<file path="src/rtl/injection_scheduler.sv">
// Throttled, credit-controlled round-robin injection of NUM_REQ packet sources onto one router channel.
// Optional INJECTION_SCHEDULER_STATS_EN adds inject_count / blocked_count outputs.
module injection_scheduler #(
   parameter int NUM_REQ       = 4,
   parameter int CHANNEL_WIDTH = 64,
   parameter int BUFFER_DEPTH  = 4,
   parameter int CREDIT_WIDTH  = 3
) (
   input  logic                               clk,
   input  logic                               reset,
   input  logic                               enable,
   input  logic [3:0]                         traffic_rate,
   input  logic [NUM_REQ-1:0]                 req_valid,
   input  logic [NUM_REQ*CHANNEL_WIDTH-1:0]   req_data,
   output logic [NUM_REQ-1:0]                 req_ack,
   input  logic                               credit_in,
   output logic [CHANNEL_WIDTH-1:0]           channel_dout,
   output logic                               channel_valid,
   output logic                               stall
`ifdef INJECTION_SCHEDULER_STATS_EN
   ,
   output logic [31:0]                        inject_count,
   output logic [31:0]                        blocked_count
`endif
);

   localparam int PTR_W = (NUM_REQ > 1) ? $clog2(NUM_REQ) : 1;

   typedef enum logic [1:0] {ST_IDLE, ST_ACTIVE, ST_STALL} state_t;

   state_t                     state_q, state_d;
   logic [3:0]                 slot_q, slot_d;
   logic [CREDIT_WIDTH-1:0]    credits_q, credits_d;
   logic [PTR_W-1:0]           rr_ptr_q, rr_ptr_d;
   logic [CHANNEL_WIDTH-1:0]   dout_q, dout_d;
   logic                       valid_q, valid_d;
   logic                       stall_q, stall_d;

   logic [3:0]                 rate_eff;
   logic                       slot_open, any_req, grant_ok, found;
   logic [PTR_W-1:0]           grant_idx;
   int                         idx;

   always_comb begin
      rate_eff  = (traffic_rate > 4'd10) ? 4'd10 : traffic_rate;
      slot_open = slot_q < rate_eff;
      any_req   = |req_valid;
      // reset gates grants so no requester believes its packet was taken on a reset edge
      grant_ok  = !reset && enable && (state_q == ST_ACTIVE) && slot_open &&
                  (credits_q != '0) && any_req;

      found     = 1'b0;
      grant_idx = '0;
      idx       = 0;
      for (int k = 0; k < NUM_REQ; k++) begin
         idx = int'(rr_ptr_q) + k;
         if (idx >= NUM_REQ) idx = idx - NUM_REQ;
         if (!found && req_valid[idx]) begin
            found     = 1'b1;
            grant_idx = PTR_W'(idx);
         end
      end

      req_ack = '0;
      if (grant_ok) req_ack[grant_idx] = 1'b1;

      rr_ptr_d = rr_ptr_q;
      if (grant_ok)
         rr_ptr_d = (grant_idx == PTR_W'(NUM_REQ-1)) ? '0 : grant_idx + 1'b1;

      credits_d = credits_q;
      if (grant_ok && !credit_in)
         credits_d = credits_q - 1'b1;
      else if (!grant_ok && credit_in && (credits_q != CREDIT_WIDTH'(BUFFER_DEPTH)))
         credits_d = credits_q + 1'b1;

      if (state_q == ST_IDLE)   slot_d = 4'd0;
      else if (slot_q == 4'd9)  slot_d = 4'd0;
      else                      slot_d = slot_q + 4'd1;

      state_d = state_q;
      case (state_q)
         ST_IDLE:   if (enable) state_d = ST_ACTIVE;
         ST_ACTIVE: begin
            if (!enable) state_d = ST_IDLE;
            // a credit arriving this cycle is enough to keep going without a stall round trip
            else if ((credits_q == '0) && !credit_in && any_req) state_d = ST_STALL;
         end
         ST_STALL: begin
            if (!enable)        state_d = ST_IDLE;
            else if (credit_in) state_d = ST_ACTIVE;
         end
         default:   state_d = ST_IDLE;
      endcase

      dout_d  = grant_ok ? req_data[grant_idx*CHANNEL_WIDTH +: CHANNEL_WIDTH] : dout_q;
      valid_d = grant_ok;
      stall_d = (state_d == ST_STALL) && any_req;
   end

   always_ff @(posedge clk) begin
      if (reset) begin
         state_q   <= ST_IDLE;
         slot_q    <= 4'd0;
         credits_q <= CREDIT_WIDTH'(BUFFER_DEPTH);
         rr_ptr_q  <= '0;
         dout_q    <= '0;
         valid_q   <= 1'b0;
         stall_q   <= 1'b0;
      end else begin
         state_q   <= state_d;
         slot_q    <= slot_d;
         credits_q <= credits_d;
         rr_ptr_q  <= rr_ptr_d;
         dout_q    <= dout_d;
         valid_q   <= valid_d;
         stall_q   <= stall_d;
      end
   end

   assign channel_dout  = dout_q;
   assign channel_valid = valid_q;
   assign stall         = stall_q;

`ifdef INJECTION_SCHEDULER_STATS_EN
   logic [31:0] inject_count_q, inject_count_d;
   logic [31:0] blocked_count_q, blocked_count_d;

   always_comb begin
      inject_count_d  = grant_ok ? inject_count_q + 32'd1 : inject_count_q;
      blocked_count_d = blocked_count_q;
      if (any_req && (state_q != ST_IDLE) && !grant_ok && (blocked_count_q != '1))
         blocked_count_d = blocked_count_q + 32'd1;
   end

   always_ff @(posedge clk) begin
      if (reset) begin
         inject_count_q  <= '0;
         blocked_count_q <= '0;
      end else begin
         inject_count_q  <= inject_count_d;
         blocked_count_q <= blocked_count_d;
      end
   end

   assign inject_count  = inject_count_q;
   assign blocked_count = blocked_count_q;
`endif

endmodule

</file>
<file path="config.mk">
export PLATFORM = sky130hd
export DESIGN_NAME = injection_scheduler
export DESIGN_NICKNAME = d
export VERILOG_FILES = /design/src/rtl/injection_scheduler.sv
export SDC_FILE = /design/constraint.sdc
export NUM_CORES = 1
export LEC_CHECK = 0
export ABC_AREA = 1
export CAP_MARGIN = 20
export CORE_AREA = 2 2 130 132
export DETAILED_ROUTE_END_ITERATION = 6
export DIE_AREA = 0 0 132 134
export PLACE_DENSITY = 0.83
export SYNTH_ARGS = -nofsm -noshare
export SYNTH_HDL_FRONTEND = slang
export SYNTH_SLANG_ARGS = --single-unit
</file>
<file path="constraint.sdc">
create_clock -name clk -period 4.8 [get_ports clk]
set_input_delay 0.48 -clock clk [delete_from_list [all_inputs] [get_ports clk]]
set_output_delay 0.48 -clock clk [all_outputs]
set_load 0.02 [all_outputs]
</file>
==> metrics <==
critical path class=in2out; setup bufs post-CTS=0; TritonCTS clock tree=built; Critical Path End Type=output port; endpoints failing hold=0; Post-Syn Nets=1545; Initial Util=41.5%; # clock sinks=77; Final Slew Violations=0; largest net degree at the start of global routing=102; Remaining Overflow, GRT=0; final setup fails=0; core area=16300 µm²; vias in the first global route=7705; post-synth top area cell=nand3_1; cell leakage power=5.62 nW; most numerous cell on the critical path=nand2_1; I/O Buffers=337; CP arrival=3.32 ns; Routed Antenna Nets=0; top cells by area, synth=nand3_1, dfxtp_1, inv_1, nand2_1, nor2_1; sw frac=34.4%; Max Cap Viol=0; Gate power share=39.6%; R2R Setup Slk=1.63 ns; status=completed; DR DRC count=0; Final Wtd Congestion=0.895; Pre-Repair DR Iteration Count=7; Tot Pwr=2.36 mW; Synth Flop Type=dfxtp_1; # diodes=0; GRT Util Overall=26.4%; wire per inst=13.4 µm; most frequent cells in the layout=inv_1, clkdlybuf4s50_1, nand3_1, nand2_1, nor2_1; detailed placer's ending HPWL=17.1 mm; Num CTS Buffers=9; initial antenna violation count=0; Worst Skew=0.0120 ns; H-Tree Depth=3; Clock Path Buffers=2; Hold Startpoint=slot_q[0]$_SDFF_PP0_; num rows=47; Worst R2R Path Depth=14; clock latency on the worst-skew pair=0.34 ns; RR Startpoint=rr_ptr_q[0]$_SDFFE_PP0P_; worst flop-to-flop path endpoint=channel_dout[57]$_SDFFE_PP0P_; Slowest-stage cell, CP=clkdlybuf4s50_1; Post-DP Area=10100 µm²; Finished Core Util=63.9%; yosys warns=0; Period minus WS final=3.80 ns; final period utilization=79.3%; post-synthesis cell count=1267; Hold-fix buffers, CTS=0; number of synthesized flops with an enable pin=0; CP startpoint kind=input port; Worst Path Required=4.32 ns; CTS root buf=clkbuf_16; Netlist cell types=33; clock network power share=31.6%; Max Freq=263 MHz; peak supply drop=0.175 mV; Clk pin slew, worst setup/hold paths=0.07 ns; Slew HR=25.8%; Crit path largest cell delay=0.63 ns; RSZ-0062 raised after global routing=no; post-synthesis sequential area ratio=22.8%; Ports=338; Switching Power=0.811 mW; first-pass GRT wire length=38.4 mm; die width=132 µm; #FFs+latches synth=77; chip height=134 µm; Vias/cell=4.78; Async S/R FF share, synth=0%; Mapped Area=6760 µm²; Avg Cell Area, Syn=5.33 µm²; Worst Tran Pin Value=1.11 ns; pwr dens=226 nW/µm²; post-cts repair resize count=0; Critical Path Fanout Max=32; share of post-route cells with drive strength above 1=2.96%; synth-to-layout area growth=54.1%; Int Pwr=1.54 mW; die area=17700 µm²; Post-Route WL=23.8 mm; commonest non-fill, non-tap cell in the layout=inv_1; worst-path cell chain=clkdlybuf4s50_1 -> nand2_1 -> o21ai_1 -> o21ai_2 -> inv_1 -> nand2_1 -> nand2_1 -> nand2_1 -> nand2_2 -> inv_2 -> ha_1 -> inv_1 -> nor2_1 -> clkdlybuf4s50_1; top-area cell type share of the netlist area=24.7%; Critical Path Source=req_valid[1]; worst hold slack=0.497 ns; final setup TNS=0 ns; Iter 0 DRT Violations=552; fin area=10400 µm²; sequential power share=28.8%; Hold Path Class=reg2reg; worst setup path end=req_ack[1]; number of nets in the layout=1825; Via Count=8466
==> worst max-delay path: cells and delay by family <==
family,cells,cell delay [ns]
buffers and inverters,5,1.44
and+or+nand+nor,6,0.83
AOI/OAI and AO/OA,2,0.39
adders and majority gates,1,0.17
==> final cells by class <==
| class | count | area [µm²] |
|---|---|---|
| clock buffers | 9 | 225 |
| clock inverters | 7 | 98.8 |
| fillers | 1535 | 5870 |
| inverters | 355 | 1340 |
| multi-input cells | 756 | 3480 |
| flip-flops and latches | 77 | 1540 |
| well taps | 220 | 275 |
| repair buffers | 348 | 3450 |
==> how the worst min path moves through the flow <==
stage / endpoint / slack (ns) / cells past startpoint
final: slot_q[0]$_SDFF_PP0_ / 0.50 / 1
after global routing: slot_q[0]$_SDFF_PP0_ / 0.55 / 1
after CTS: slot_q[0]$_SDFF_PP0_ / 0.50 / 1
after detailed placement: slot_q[0]$_SDFF_PP0_ / 0.48 / 1
after global placement: slot_q[0]$_SDFF_PP0_ / 0.47 / 1
after floorplan: slot_q[0]$_SDFF_PP0_ / 0.44 / 1
==> metrics by stage <==
| stage | instances | setup slack [ns] |
|---|---|---|
| 6_report | 1772 | 0.996 |
| 5_1_grt | 1772 | 0.748 |
| 3_3_place_gp | 1756 | 1.08 |
| 3_5_place_dp | 1756 | 1.03 |
| 4_1_cts | 1772 | 1.01 |
| 2_1_floorplan | 1267 | 2.37 |
==> power by group through the flow <==
stage	clock network [mW]	registers [mW]	logic, mW
after CTS	0.763	0.679	0.935
after floorplan	0	0.715	0.548
after detailed placement	0	0.693	0.929
final	0.743	0.679	0.933
after global placement	0	0.692	0.915
after global routing	0.794	0.682	1.04
==> state kept, by name (all words and copies together), names as in the netlist <==
name / flops
channel_dout: 64
slot_q: 4
credits_q: 3
rr_ptr_q: 2
state_q: 2
channel_valid: 1
stall: 1
==> cells in the mapped netlist, types with 2 or more instances <==
cell type,n
nand4_1,2
nand2_1,236
inv_2,3
a21oi_1,5
inv_1,351
o21ai_0,2
nor2_1,143
nor3_1,2
ha_1,9
buf_2,45
a31oi_1,2
nand2_2,7
buf_1,6
buf_6,3
buf_4,9
dfxtp_1,77
o21ai_1,2
clkbuf_1,16
nand3_1,333
==> routing by layer <==
layer  vias up  GRT usage (%)  share of wire [%]
li1       4315              -                  -
met1      3780           30.3                 40
met2       331           48.8                 50
met3        40           5.74                7.2
met4         0           8.76                2.7
met5         -              0                  0
==> logic make-up (layout without fill, tap and decap cells) <==
family                   count (synthesis)  count (layout)  share of synthesized area (%)
AO/OA/AOI/OAI                           17              17                           1.56
flip-flops                              77              77                           22.8
AND/OR/NAND/NOR                        728             728                           47.7
adder cells (fa/ha/maj)                 10              10                           1.96
XOR/XNOR                                 1               1                          0.130
buffers and inverters                  434             719                           25.8
(Power assumes the default switching activity.)
